<file path="src/rtl/muldiv_issue_ctrl_if.sv">
// Bundle of every non-clock signal of the MUL/DIV issue controller.
//   master : the controller itself (muldiv_issue_ctrl)
//   slave  : its environment (EXE request source, multiplier, divider, consumer)
// Groups: req_* (EXE request), mul_* (multiplier), div_* (divider),
//         resp_* (result), flush/unit_flush, opnd_a/b, busy/tmo_err, state_dbg.
interface muldiv_issue_ctrl_if #(
  parameter int XLEN  = 64,
  parameter int TAG_W = 5
);
  logic             req_valid;
  logic             req_ready;
  logic [3:0]       req_op;
  logic [XLEN-1:0]  req_src1;
  logic [XLEN-1:0]  req_src2;
  logic [TAG_W-1:0] req_tag;
  logic             flush;
  logic             mul_valid;
  logic             mul_ready;
  logic             mul_out_valid;
  logic [XLEN-1:0]  mul_hi;
  logic [XLEN-1:0]  mul_lo;
  logic             mul_w;
  logic [1:0]       mul_signed;
  logic             div_valid;
  logic             div_ready;
  logic             div_out_valid;
  logic [XLEN-1:0]  div_quo;
  logic [XLEN-1:0]  div_rem;
  logic             div_w;
  logic             div_signed;
  logic             unit_flush;
  logic [XLEN-1:0]  opnd_a;
  logic [XLEN-1:0]  opnd_b;
  logic             resp_valid;
  logic             resp_ready;
  logic [XLEN-1:0]  resp_data;
  logic [TAG_W-1:0] resp_tag;
  logic             busy;
  logic             tmo_err;
  logic [1:0]       state_dbg;

  modport master (
    input  req_valid, req_op, req_src1, req_src2, req_tag, flush,
           mul_ready, mul_out_valid, mul_hi, mul_lo,
           div_ready, div_out_valid, div_quo, div_rem, resp_ready,
    output req_ready, mul_valid, mul_w, mul_signed, div_valid, div_w, div_signed,
           unit_flush, opnd_a, opnd_b, resp_valid, resp_data, resp_tag,
           busy, tmo_err, state_dbg
  );

  modport slave (
    output req_valid, req_op, req_src1, req_src2, req_tag, flush,
           mul_ready, mul_out_valid, mul_hi, mul_lo,
           div_ready, div_out_valid, div_quo, div_rem, resp_ready,
    input  req_ready, mul_valid, mul_w, mul_signed, div_valid, div_w, div_signed,
           unit_flush, opnd_a, opnd_b, resp_valid, resp_data, resp_tag,
           busy, tmo_err, state_dbg
  );
endinterface

</file>
<file path="src/rtl/muldiv_issue_ctrl.sv">
// muldiv_issue_ctrl: sequences the shared shift-add multiplier and shift
// divider for the EXE stage. One request at a time: decode, one start pulse
// to the right unit, wait for its result, select/sign-extend, hold until
// consumed. Divide-by-zero is answered locally; flush and a watchdog abort.
// Ports: clock, reset (sync, active-high), bus (muldiv_issue_ctrl_if.master).
//
// Handshakes: a transfer happens on a rising edge where valid && ready.
// req: ready = (state==IDLE); a flush in the same cycle cancels acceptance.
// mul/div start: valid is raised only while the unit's ready is 1, so each
// raised cycle is exactly one accepted start. resp: valid held with stable
// data/tag until ready.
module muldiv_issue_ctrl #(
  parameter int XLEN    = 64,
  parameter int TAG_W   = 5,
  parameter int TMO_CYC = 127
) (
  input logic                clock,
  input logic                reset,
  muldiv_issue_ctrl_if.master bus
);
  typedef enum logic [1:0] {S_IDLE = 2'd0, S_ISSUE = 2'd1, S_WAIT = 2'd2, S_DONE = 2'd3} state_t;

  state_t           state;
  logic [XLEN-1:0]  src1_q, src2_q, resp_q;
  logic [TAG_W-1:0] tag_q;
  logic             is_mul_q, word_q, alt_q;  // alt: mul -> hi half, div -> remainder
  logic             mul_w_q, div_w_q, div_signed_q;
  logic [1:0]       mul_signed_q;
  logic [7:0]       wd_cnt;

  function automatic logic [XLEN-1:0] sext32(input logic [31:0] v);
    return {{(XLEN-32){v[31]}}, v};
  endfunction

  // request decode (IDLE only)
  logic            dec_mul, dec_div, dec_word, dec_alt, dec_zero;
  logic [1:0]      dec_msig;
  logic [XLEN-1:0] dz_data;

  always_comb begin
    dec_mul  = 1'b0;
    dec_msig = 2'b00;
    case (bus.req_op)
      4'b1001, 4'b0001, 4'b1000: begin dec_mul = 1'b1; dec_msig = 2'b11; end
      4'b0010:                   begin dec_mul = 1'b1; dec_msig = 2'b10; end
      4'b0011:                   begin dec_mul = 1'b1; dec_msig = 2'b00; end
      default:                   begin dec_mul = 1'b0; dec_msig = 2'b00; end
    endcase
    dec_div  = bus.req_op[2];
    dec_word = dec_mul ? (bus.req_op == 4'b1000) : bus.req_op[3];
    dec_alt  = dec_mul ? ~bus.req_op[3] : bus.req_op[1];
    dec_zero = bus.req_op[3] ? (bus.req_src2[31:0] == 32'd0) : (bus.req_src2 == '0);
    // x/0: quotient all ones, remainder the dividend
    if (bus.req_op[1])
      dz_data = bus.req_op[3] ? sext32(bus.req_src1[31:0]) : bus.req_src1;
    else
      dz_data = '1;
  end

  // unit handshake, result select and abort conditions
  logic            unit_out_valid, tmo_hit;
  logic [XLEN-1:0] res_raw, res_sel;

  always_comb begin
    unit_out_valid = is_mul_q ? bus.mul_out_valid : bus.div_out_valid;
    res_raw = is_mul_q ? (alt_q ? bus.mul_hi : bus.mul_lo)
                       : (alt_q ? bus.div_rem : bus.div_quo);
    res_sel = word_q ? sext32(res_raw[31:0]) : res_raw;
    // a result arriving on the timeout cycle wins over the abort
    tmo_hit = (state == S_WAIT) && (wd_cnt == 8'(TMO_CYC)) && !unit_out_valid && !bus.flush;
  end

  assign bus.req_ready  = (state == S_IDLE);
  assign bus.busy       = (state != S_IDLE);
  assign bus.state_dbg  = state;
  assign bus.mul_valid  = (state == S_ISSUE) && is_mul_q  && bus.mul_ready && !bus.flush;
  assign bus.div_valid  = (state == S_ISSUE) && !is_mul_q && bus.div_ready && !bus.flush;
  assign bus.unit_flush = (bus.flush && ((state == S_ISSUE) || (state == S_WAIT))) || tmo_hit;
  assign bus.tmo_err    = tmo_hit;
  assign bus.resp_valid = (state == S_DONE) && !bus.flush;
  assign bus.resp_data  = resp_q;
  assign bus.resp_tag   = tag_q;
  assign bus.opnd_a     = src1_q;
  assign bus.opnd_b     = src2_q;
  assign bus.mul_w      = mul_w_q;
  assign bus.mul_signed = mul_signed_q;
  assign bus.div_w      = div_w_q;
  assign bus.div_signed = div_signed_q;

  always_ff @(posedge clock) begin
    if (reset) begin
      state        <= S_IDLE;
      src1_q       <= '0;
      src2_q       <= '0;
      resp_q       <= '0;
      tag_q        <= '0;
      is_mul_q     <= 1'b0;
      word_q       <= 1'b0;
      alt_q        <= 1'b0;
      mul_w_q      <= 1'b0;
      mul_signed_q <= 2'b00;
      div_w_q      <= 1'b0;
      div_signed_q <= 1'b0;
      wd_cnt       <= '0;
    end else if (bus.flush) begin
      state <= S_IDLE;
    end else begin
      case (state)
        S_IDLE: if (bus.req_valid) begin
          src1_q       <= bus.req_src1;
          src2_q       <= bus.req_src2;
          tag_q        <= bus.req_tag;
          is_mul_q     <= dec_mul;
          word_q       <= dec_word;
          alt_q        <= dec_alt;
          mul_w_q      <= dec_mul && dec_word;
          mul_signed_q <= dec_mul ? dec_msig : 2'b00;
          div_w_q      <= dec_div && bus.req_op[3];
          div_signed_q <= dec_div && !bus.req_op[0];
          if (!dec_mul && !dec_div) begin
            resp_q <= '0;
            state  <= S_DONE;
          end else if (dec_div && dec_zero) begin
            resp_q <= dz_data;
            state  <= S_DONE;
          end else begin
            state <= S_ISSUE;
          end
        end
        S_ISSUE: if (bus.mul_valid || bus.div_valid) begin
          wd_cnt <= '0;
          state  <= S_WAIT;
        end
        S_WAIT: begin
          if (unit_out_valid) begin
            resp_q <= res_sel;
            state  <= S_DONE;
          end else if (tmo_hit) begin
            state <= S_IDLE;
          end else begin
            wd_cnt <= wd_cnt + 8'd1;
          end
        end
        S_DONE: if (bus.resp_ready) state <= S_IDLE;
        default: state <= S_IDLE;
      endcase
    end
  end
endmodule
</file>
<file path="src/flat_wrapper.sv">
// flat-port wrapper written by rule: the top's interface ports become plain ports
module muldiv_issue_ctrl_flat 
#(
  parameter int XLEN    = 64,
  parameter int TAG_W   = 5,
  parameter int TMO_CYC = 127
)
  (clock, reset, bus_req_valid, bus_req_op, bus_req_src1, bus_req_src2, bus_req_tag, bus_flush, bus_mul_ready, bus_mul_out_valid, bus_mul_hi, bus_mul_lo, bus_div_ready, bus_div_out_valid, bus_div_quo, bus_div_rem, bus_resp_ready, bus_req_ready, bus_mul_valid, bus_mul_w, bus_mul_signed, bus_div_valid, bus_div_w, bus_div_signed, bus_unit_flush, bus_opnd_a, bus_opnd_b, bus_resp_valid, bus_resp_data, bus_resp_tag, bus_busy, bus_tmo_err, bus_state_dbg);
  muldiv_issue_ctrl_if #(.XLEN(XLEN), .TAG_W(TAG_W)) bus_i ();
  input logic clock;
  input logic reset;
  input wire logic [$bits(bus_i.req_valid)-1:0] bus_req_valid;
  input wire logic [$bits(bus_i.req_op)-1:0] bus_req_op;
  input wire logic [$bits(bus_i.req_src1)-1:0] bus_req_src1;
  input wire logic [$bits(bus_i.req_src2)-1:0] bus_req_src2;
  input wire logic [$bits(bus_i.req_tag)-1:0] bus_req_tag;
  input wire logic [$bits(bus_i.flush)-1:0] bus_flush;
  input wire logic [$bits(bus_i.mul_ready)-1:0] bus_mul_ready;
  input wire logic [$bits(bus_i.mul_out_valid)-1:0] bus_mul_out_valid;
  input wire logic [$bits(bus_i.mul_hi)-1:0] bus_mul_hi;
  input wire logic [$bits(bus_i.mul_lo)-1:0] bus_mul_lo;
  input wire logic [$bits(bus_i.div_ready)-1:0] bus_div_ready;
  input wire logic [$bits(bus_i.div_out_valid)-1:0] bus_div_out_valid;
  input wire logic [$bits(bus_i.div_quo)-1:0] bus_div_quo;
  input wire logic [$bits(bus_i.div_rem)-1:0] bus_div_rem;
  input wire logic [$bits(bus_i.resp_ready)-1:0] bus_resp_ready;
  output wire logic [$bits(bus_i.req_ready)-1:0] bus_req_ready;
  output wire logic [$bits(bus_i.mul_valid)-1:0] bus_mul_valid;
  output wire logic [$bits(bus_i.mul_w)-1:0] bus_mul_w;
  output wire logic [$bits(bus_i.mul_signed)-1:0] bus_mul_signed;
  output wire logic [$bits(bus_i.div_valid)-1:0] bus_div_valid;
  output wire logic [$bits(bus_i.div_w)-1:0] bus_div_w;
  output wire logic [$bits(bus_i.div_signed)-1:0] bus_div_signed;
  output wire logic [$bits(bus_i.unit_flush)-1:0] bus_unit_flush;
  output wire logic [$bits(bus_i.opnd_a)-1:0] bus_opnd_a;
  output wire logic [$bits(bus_i.opnd_b)-1:0] bus_opnd_b;
  output wire logic [$bits(bus_i.resp_valid)-1:0] bus_resp_valid;
  output wire logic [$bits(bus_i.resp_data)-1:0] bus_resp_data;
  output wire logic [$bits(bus_i.resp_tag)-1:0] bus_resp_tag;
  output wire logic [$bits(bus_i.busy)-1:0] bus_busy;
  output wire logic [$bits(bus_i.tmo_err)-1:0] bus_tmo_err;
  output wire logic [$bits(bus_i.state_dbg)-1:0] bus_state_dbg;
  assign bus_i.req_valid = bus_req_valid;
  assign bus_i.req_op = bus_req_op;
  assign bus_i.req_src1 = bus_req_src1;
  assign bus_i.req_src2 = bus_req_src2;
  assign bus_i.req_tag = bus_req_tag;
  assign bus_i.flush = bus_flush;
  assign bus_i.mul_ready = bus_mul_ready;
  assign bus_i.mul_out_valid = bus_mul_out_valid;
  assign bus_i.mul_hi = bus_mul_hi;
  assign bus_i.mul_lo = bus_mul_lo;
  assign bus_i.div_ready = bus_div_ready;
  assign bus_i.div_out_valid = bus_div_out_valid;
  assign bus_i.div_quo = bus_div_quo;
  assign bus_i.div_rem = bus_div_rem;
  assign bus_i.resp_ready = bus_resp_ready;
  assign bus_req_ready = bus_i.req_ready;
  assign bus_mul_valid = bus_i.mul_valid;
  assign bus_mul_w = bus_i.mul_w;
  assign bus_mul_signed = bus_i.mul_signed;
  assign bus_div_valid = bus_i.div_valid;
  assign bus_div_w = bus_i.div_w;
  assign bus_div_signed = bus_i.div_signed;
  assign bus_unit_flush = bus_i.unit_flush;
  assign bus_opnd_a = bus_i.opnd_a;
  assign bus_opnd_b = bus_i.opnd_b;
  assign bus_resp_valid = bus_i.resp_valid;
  assign bus_resp_data = bus_i.resp_data;
  assign bus_resp_tag = bus_i.resp_tag;
  assign bus_busy = bus_i.busy;
  assign bus_tmo_err = bus_i.tmo_err;
  assign bus_state_dbg = bus_i.state_dbg;
  muldiv_issue_ctrl #(.XLEN(XLEN), .TAG_W(TAG_W), .TMO_CYC(TMO_CYC)) u_core (.clock(clock), .reset(reset), .bus(bus_i));
endmodule
</file>
<file path="config.mk">
export PLATFORM = sky130hd
export DESIGN_NAME = muldiv_issue_ctrl_flat
export DESIGN_NICKNAME = d
export VERILOG_FILES = /design/src/rtl/muldiv_issue_ctrl_if.sv /design/src/rtl/muldiv_issue_ctrl.sv /design/src/flat_wrapper.sv
export SDC_FILE = /design/constraint.sdc
export NUM_CORES = 1
export LEC_CHECK = 0
export ABC_AREA = 1
export BUFFER_PORTS_ARGS = -buffer_cell sky130_fd_sc_hd__buf_2
export CAP_MARGIN = 20
export CORE_AREA = 2 2 242 244
export DETAILED_ROUTE_END_ITERATION = 12
export DIE_AREA = 0 0 244 246
export PLACE_DENSITY = 0.46
export RECOVER_POWER = 50
export SLEW_MARGIN = 10
export SYNTH_ARGS = -nofsm -noshare
export SYNTH_HDL_FRONTEND = slang
export SYNTH_SLANG_ARGS = --single-unit
</file>
<file path="constraint.sdc">
create_clock -name clock -period 2.7 [get_ports clock]
set_input_delay 0.54 -clock clock [delete_from_list [all_inputs] [get_ports clock]]
set_output_delay 0.54 -clock clock [all_outputs]
set_load 0.02 [all_outputs]
</file>
Word level (Yosys, flattened, before mapping) --
Cells that the tools add are included.
Word-level totals: register bits after elaboration 215, latch bits 0, RAM bits 0, ROM bits 0, input bits 402, word-level logic and storage cells 101, memories kept 0
Operators by class: add/sub/neg operators 1, $mul 0, div/mod/pow operators 0, magnitude comparators 0, equal/unequal tests 17, shifts and indexed selects 0, muxes and demuxes 30, bitwise gates (word level) 2, reduce and logical (&&, ||, !) cells 38
Operators by type and width (number):
- 64-bit two-way mux | 10
- 64-bit case mux with 2 select lines | 1
- 64-bit zero test | 1
- 32-bit zero test | 1
- 8-bit two-way mux | 3
- 1-bit logical AND | 16
- 2-bit two-way mux | 8
- 8-bit case mux with 2 select lines | 1
- 2-bit inequality test, second input constant | 5
- 5-bit AND reduction | 2
- 8-bit by 1-bit adder with 8-bit output, second input constant | 1
- 4-bit by 2-bit equality test with 1-bit output, second input constant | 2
- 4-bit equality test, second input constant | 2
- 8-bit by 7-bit equality test with 1-bit output, second input constant | 1
- 2-bit case mux with 4 select lines | 1
- 1-bit zero test | 6
- 3-bit by 1-bit inequality test with 1-bit output, second input constant | 2
- 2-bit nonzero test | 3
- 1-bit two-way mux | 5
- 5-bit OR reduction | 1
- 2-bit equality test, second input constant | 2
- 4-bit by 1-bit equality test with 1-bit output, second input constant | 1
- 2-bit case mux with 2 select lines | 1
- 4-bit AND reduction | 1
- other kinds (8) | 11

Depth between registers and ports, before layout --
depth after elaboration 8, depth in mapped cells 14, depth with buffers taken out 12

Least setup slack after synthesis --
No wires, ideal clock.
path type register to output, start register u_core.state[1], in the netlist u_core.bus.state_dbg[1], end output bus_unit_flush, arrival time 1.411 ns, data required time 2.160 ns, slack 0.749 ns, cell stages (with the launch flop) 7, buffers on the path 0, cell sequence dfxtp_1 -> ha_1 -> inv_2 -> nor2_2 -> inv_2 -> or2_1 -> nand2_1
Between the ends: longest elaborated chain between the ends 5, elaborated cells on any way between the ends 8, those cells by class eq/ne (2); reduce/logical (6)
Ends and longest elaborated chain:
- from (decl) | line muldiv_issue_ctrl.sv:23 | state_t state;
- from (signal assigned) | line muldiv_issue_ctrl.sv:92 | state <= S_IDLE;
- from (signal assigned) | line muldiv_issue_ctrl.sv:106 | state <= S_IDLE;
- from (signal assigned) | line muldiv_issue_ctrl.sv:122 | state <= S_DONE;
- 2-bit equality test | line muldiv_issue_ctrl.sv:70, muldiv_issue_ctrl.sv:78
- 1-bit logical AND (3 in a row) | line muldiv_issue_ctrl.sv:70 | tmo_hit = (state == S_WAIT) && (wd_cnt == 8'(TMO_CYC)) && !unit_out_valid && !bus.flush;
- 1-bit logical OR * | line muldiv_issue_ctrl.sv:78 | assign bus.unit_flush = (bus.flush && ((state == S_ISSUE) || (state == S_WAIT))) || tmo_hit;
- to (decl) | line flat_wrapper.sv:34 | output wire logic [$bits(bus_i.unit_flush)-1:0] bus_unit_flush;
Every way passes the cells marked *; elsewhere a longest branch is shown, timed or not.

Worst setup path in the final report --
start register u_core.state[0], in the netlist u_core.bus.state_dbg[0], end output bus_unit_flush
Same word-level chain as after synthesis.

==> summary.md <==
| Metric | Value |
|---|---|
| TritonRoute pass-1 iters | `5` |
| Fin crit share | `92.94%` |
| CTS tree | `done` |
| Routed len/inst | `18.61 um` |
| Worst-Skew Late Latency | `0.55 ns` |
| Async SR Flop Fraction | `0%` |
| Residual DRC | `0` |
| Internal Power | `6510 uW` |
| DR iter-0 viols | `1007` |
| # IOs | `613` |
| Synth top cells by count | `478 x nand2_1, 359 x nor2_1, 251 x nand3_1` |
| Sequential fraction of the synthesis area | `36.25%` |
| Worst Path Required | `2.16 ns` |
| Slew margin rel. | `43.43%` |
| Crit-path max cell delay | `0.34 ns` |
| Slew @ Worst Pin | `0.8485 ns` |
| Worst vdd ir | `0.3666 mV` |
| Rows | `88` |
| Logic pwr share | `27.6%` |
| Final hold vios | `0` |
| Die area | `0.06002 mm^2` |
| Placed Cells incl. Taps | `3172` |
| Flop and latch count out of synthesis | `215` |
| Total global routing track utilization | `18.65%` |
| Avg Inst Size Synth | `6.210 um^2` |
| Area Growth Syn to Fin | `36.83%` |
| Sw Ratio | `35.11%` |
| Final worst slack | `0.1907 ns` |
| Final WL | `59.90 mm` |
| Simple-gate share of the synthesized area | `39.94%` |
| Mux cell area share after synthesis | `0%` |
| FILL cells | `6571` |
| # clock sinks | `215` |
| Number of setup violations in the final report | `0` |
| Vias/cell | `4.558` |
| Mapped Nets | `2319` |
| Leading area contributor after synthesis | `dfxtp_1` |
| Setup TNS | `0 ns` |
| DP Worst Slack | `0.2908 ns` |
| Most used flip-flop cell after synthesis | `dfxtp_1` |
| Post-Syn Area | `0.01187 mm^2` |
| Share of the synthesized area in the top cell type | `36.25%` |
| I/O Buffers | `612` |
| Largest cells by area after synthesis | `dfxtp_1 36%, nand2_1 15%, nor2_1 11%, nand3_1 11%, o21ai_0 6.2%` |
| Critical Path Sink Type | `primary output` |
| HPWL after DPL | `45.30 mm` |
| Post-CTS Hold Fix Bufs | `0` |
| Adder-cell share of the synthesized area | `0.5269%` |
| Cell mode on critical path | `inv_2` |
| Hold WC Path Type | `input pin to flop` |
| Count of cell types in the netlist | `32` |
| Layout Cells excl Fill | `3218` |
| Starting Density | `20.70%` |
| Vias in the first global route | `14020` |
| Die width | `244 um` |
| Max Freq | `398.5 MHz` |
| Most instantiated library cell after synthesis | `nand2_1` |
| Die height | `246 um` |
| Worst path cell trace | `inv_1 -> ha_4 -> inv_2 -> nor2_2 -> inv_2 -> or2_1 -> nand2_1 -> buf_2` |
| DR vias | `14670` |
| Total Nets Final | `2842` |
| Postcts setup bufs | `0` |
| Main combinational cell family by area after synthesis | `simple AND/OR/NAND/NOR gates` |
| Post-Syn Instances | `1912` |
| First-pass GRT wire length | `86.64 mm` |
| Overflow after GRT | `0` |
| EDFF count, synth | `0` |
| Leak | `0.007562 uW` |
| Clk root buf | `clkbuf_16` |
| Cell at the slowest stage of the critical path | `dfxtp_1` |
| Placer Congestion | `0.9239` |
| Max-Cap Viols | `0` |
| Critical path data arrival time | `1.97 ns` |
| Synth Area in XOR/XNOR | `0.3688%` |
| Final Power | `10030 uW` |
| Worst Setup Start Kind | `flop` |
| Outcome | `complete, no violations` |
| # H-tree levels | `1` |
| Synth warnings | `0` |
| Clk_skew | `0.009562 ns` |
| Power share of the sequential group | `36.0%` |
| Critical path class | `flop to primary output` |
| Clock power frac | `36.3%` |
| Largest net degree at the start of global routing | `132` |
| Num CTS Buffers | `26` |
| Crit Path Max Fanout | `4` |
| Switching Power | `3523 uW` |
| Compound-Gate Fraction of Synth Area | `14.44%` |
| Max-slew violation total from the final report | `0` |
| Core ar. | `0.05737 mm^2` |
| Share of cells above drive strength 1 | `21.00%` |
| Worst-path clk slew | `0.06 ns` |
| Max clock buf depth | `3` |
| Routed Antenna Nets | `0` |
| Antenna violations before repair | `5` |
| Pwr dens | `617.6 mW/mm^2` |
| Minimum clock period | `2.509 ns` |
| RSZ-0062 raised after global routing | `false` |
worst max-delay path, delay by kind of cell (launching register included):
family	cells	cell delay (ns)
AND/OR/NAND/NOR	3	0.49
buffers and inverters	4	0.42
flip-flops	1	0.34
adder cells (fa/ha/maj)	1	0.19
cells by family after synthesis:
group                    Yosys count
AND/OR/NAND/NOR                 1136
AO/OA/AOI/OAI                    325
buffers and inverters            226
flip-flops                       215
XOR/XNOR                           5
adder cells (fa/ha/maj)            5
sequential cells by signal, summed over array words and instances (netlist names):
name                   count
u_core.bus.state_dbg       2
u_core.bus.mul_signed      2
u_core.bus.opnd_a         64
u_core.bus.div_signed      1
u_core.bus.div_w           1
u_core.bus.mul_w           1
u_core.is_mul_q            1
u_core.alt_q               1
u_core.bus.resp_tag        5
u_core.wd_cnt              8
u_core.word_q              1
u_core.bus.opnd_b         64
u_core.bus.resp_data      64
power groups by stage:
| stage | combinational, uW | clock, uW | sequential, uW |
|---|---|---|---|
| final | 2770 | 3650 | 3620 |
| after global routing | 3060 | 3870 | 3650 |
| after CTS | 2870 | 3770 | 3610 |
| after detailed placement | 2860 | 0 | 3670 |
| after global placement | 2840 | 0 | 3670 |
| after floorplan | 1310 | 0 | 3990 |
stage by stage:
| stage | utilization [%] | cell area (um^2) | hold slack, ns |
|---|---|---|---|
| after floorplan | - | 11870 | 0.4652 |
| after global placement | 27.24 | 15620 | 0.4586 |
| after detailed placement | 27.24 | 15620 | 0.4647 |
| after CTS | 28.76 | 16500 | 0.1851 |
| after global routing | 28.32 | 16250 | 0.2168 |
| final | 28.32 | 16250 | 0.2173 |
path summary, 6_finish.rpt:
check | from | to | slack [ns] | cells past startpoint
min | bus_req_tag[2] | u_core.bus.resp_tag[2] | 0.22 | 3
max | u_core.bus.state_dbg[0] | bus_unit_flush | 0.19 | 8
min reg2reg | u_core.bus.div_w | u_core.bus.div_w | 0.47 | 2
max reg2reg | u_core.bus.state_dbg[0] | u_core.bus.opnd_b[2] | 0.24 | 8
layout make-up:
class	count	area (um^2)	area share, %
Sequential cell	215	4312	26.54
Clock inverter	9	102.6	0.6315
Inverter	69	270.3	1.663
Tap cell	765	957.2	5.891
Antenna cell	1	2.502	0.01540
Clock buffer	36	769.5	4.736
Timing Repair Buffer	652	3246	19.98
Multi-Input combinational cell	1471	6588	40.55
placed cells by master (no fill, tap or decap), types with 2 or more instances in the layout:
| cell | instances |
|---|---|
| o21ai_0 | 148 |
| ha_1 | 3 |
| clkinv_2 | 4 |
| nor3_1 | 4 |
| clkbuf_16 | 27 |
| clkinvlp_4 | 3 |
| inv_2 | 8 |
| xor2_1 | 3 |
| inv_1 | 56 |
| clkbuf_8 | 6 |
| o211ai_1 | 31 |
| buf_2 | 408 |
| clkbuf_1 | 207 |
| nand2_1 | 478 |
| dfxtp_2 | 3 |
| nor2_1 | 359 |
| buf_12 | 11 |
| nand3b_1 | 32 |
| o21ai_1 | 35 |
| a31oi_1 | 3 |
| nand2_2 | 3 |
| xnor2_1 | 2 |
| dfxtp_1 | 211 |
| a21oi_1 | 105 |
| inv_4 | 2 |
| nand3_1 | 251 |
| nand4_1 | 4 |
| buf_4 | 29 |
| bufinv_16 | 2 |
layer usage:
metal / track usage, % / wire length [um] / vias up
met3: 3.987 / 4464 / 62
met4: 4.448 / 1210 / 6
met2: 30.14 / 27120 / 560
met1: 25.24 / 27060 / 6765
met5: 0 / 38 / -
li1: - / - / 7276
what timing repair did:
| item | in CTS | in global routing |
|---|---|---|
| gates resized for setup | 0 | 3 |
| endpoints found under the hold margin | 0 | 0 |
| endpoints found under the setup margin | 0 | 2 |
No activity file was read; power rests on OpenSTA's default activity.
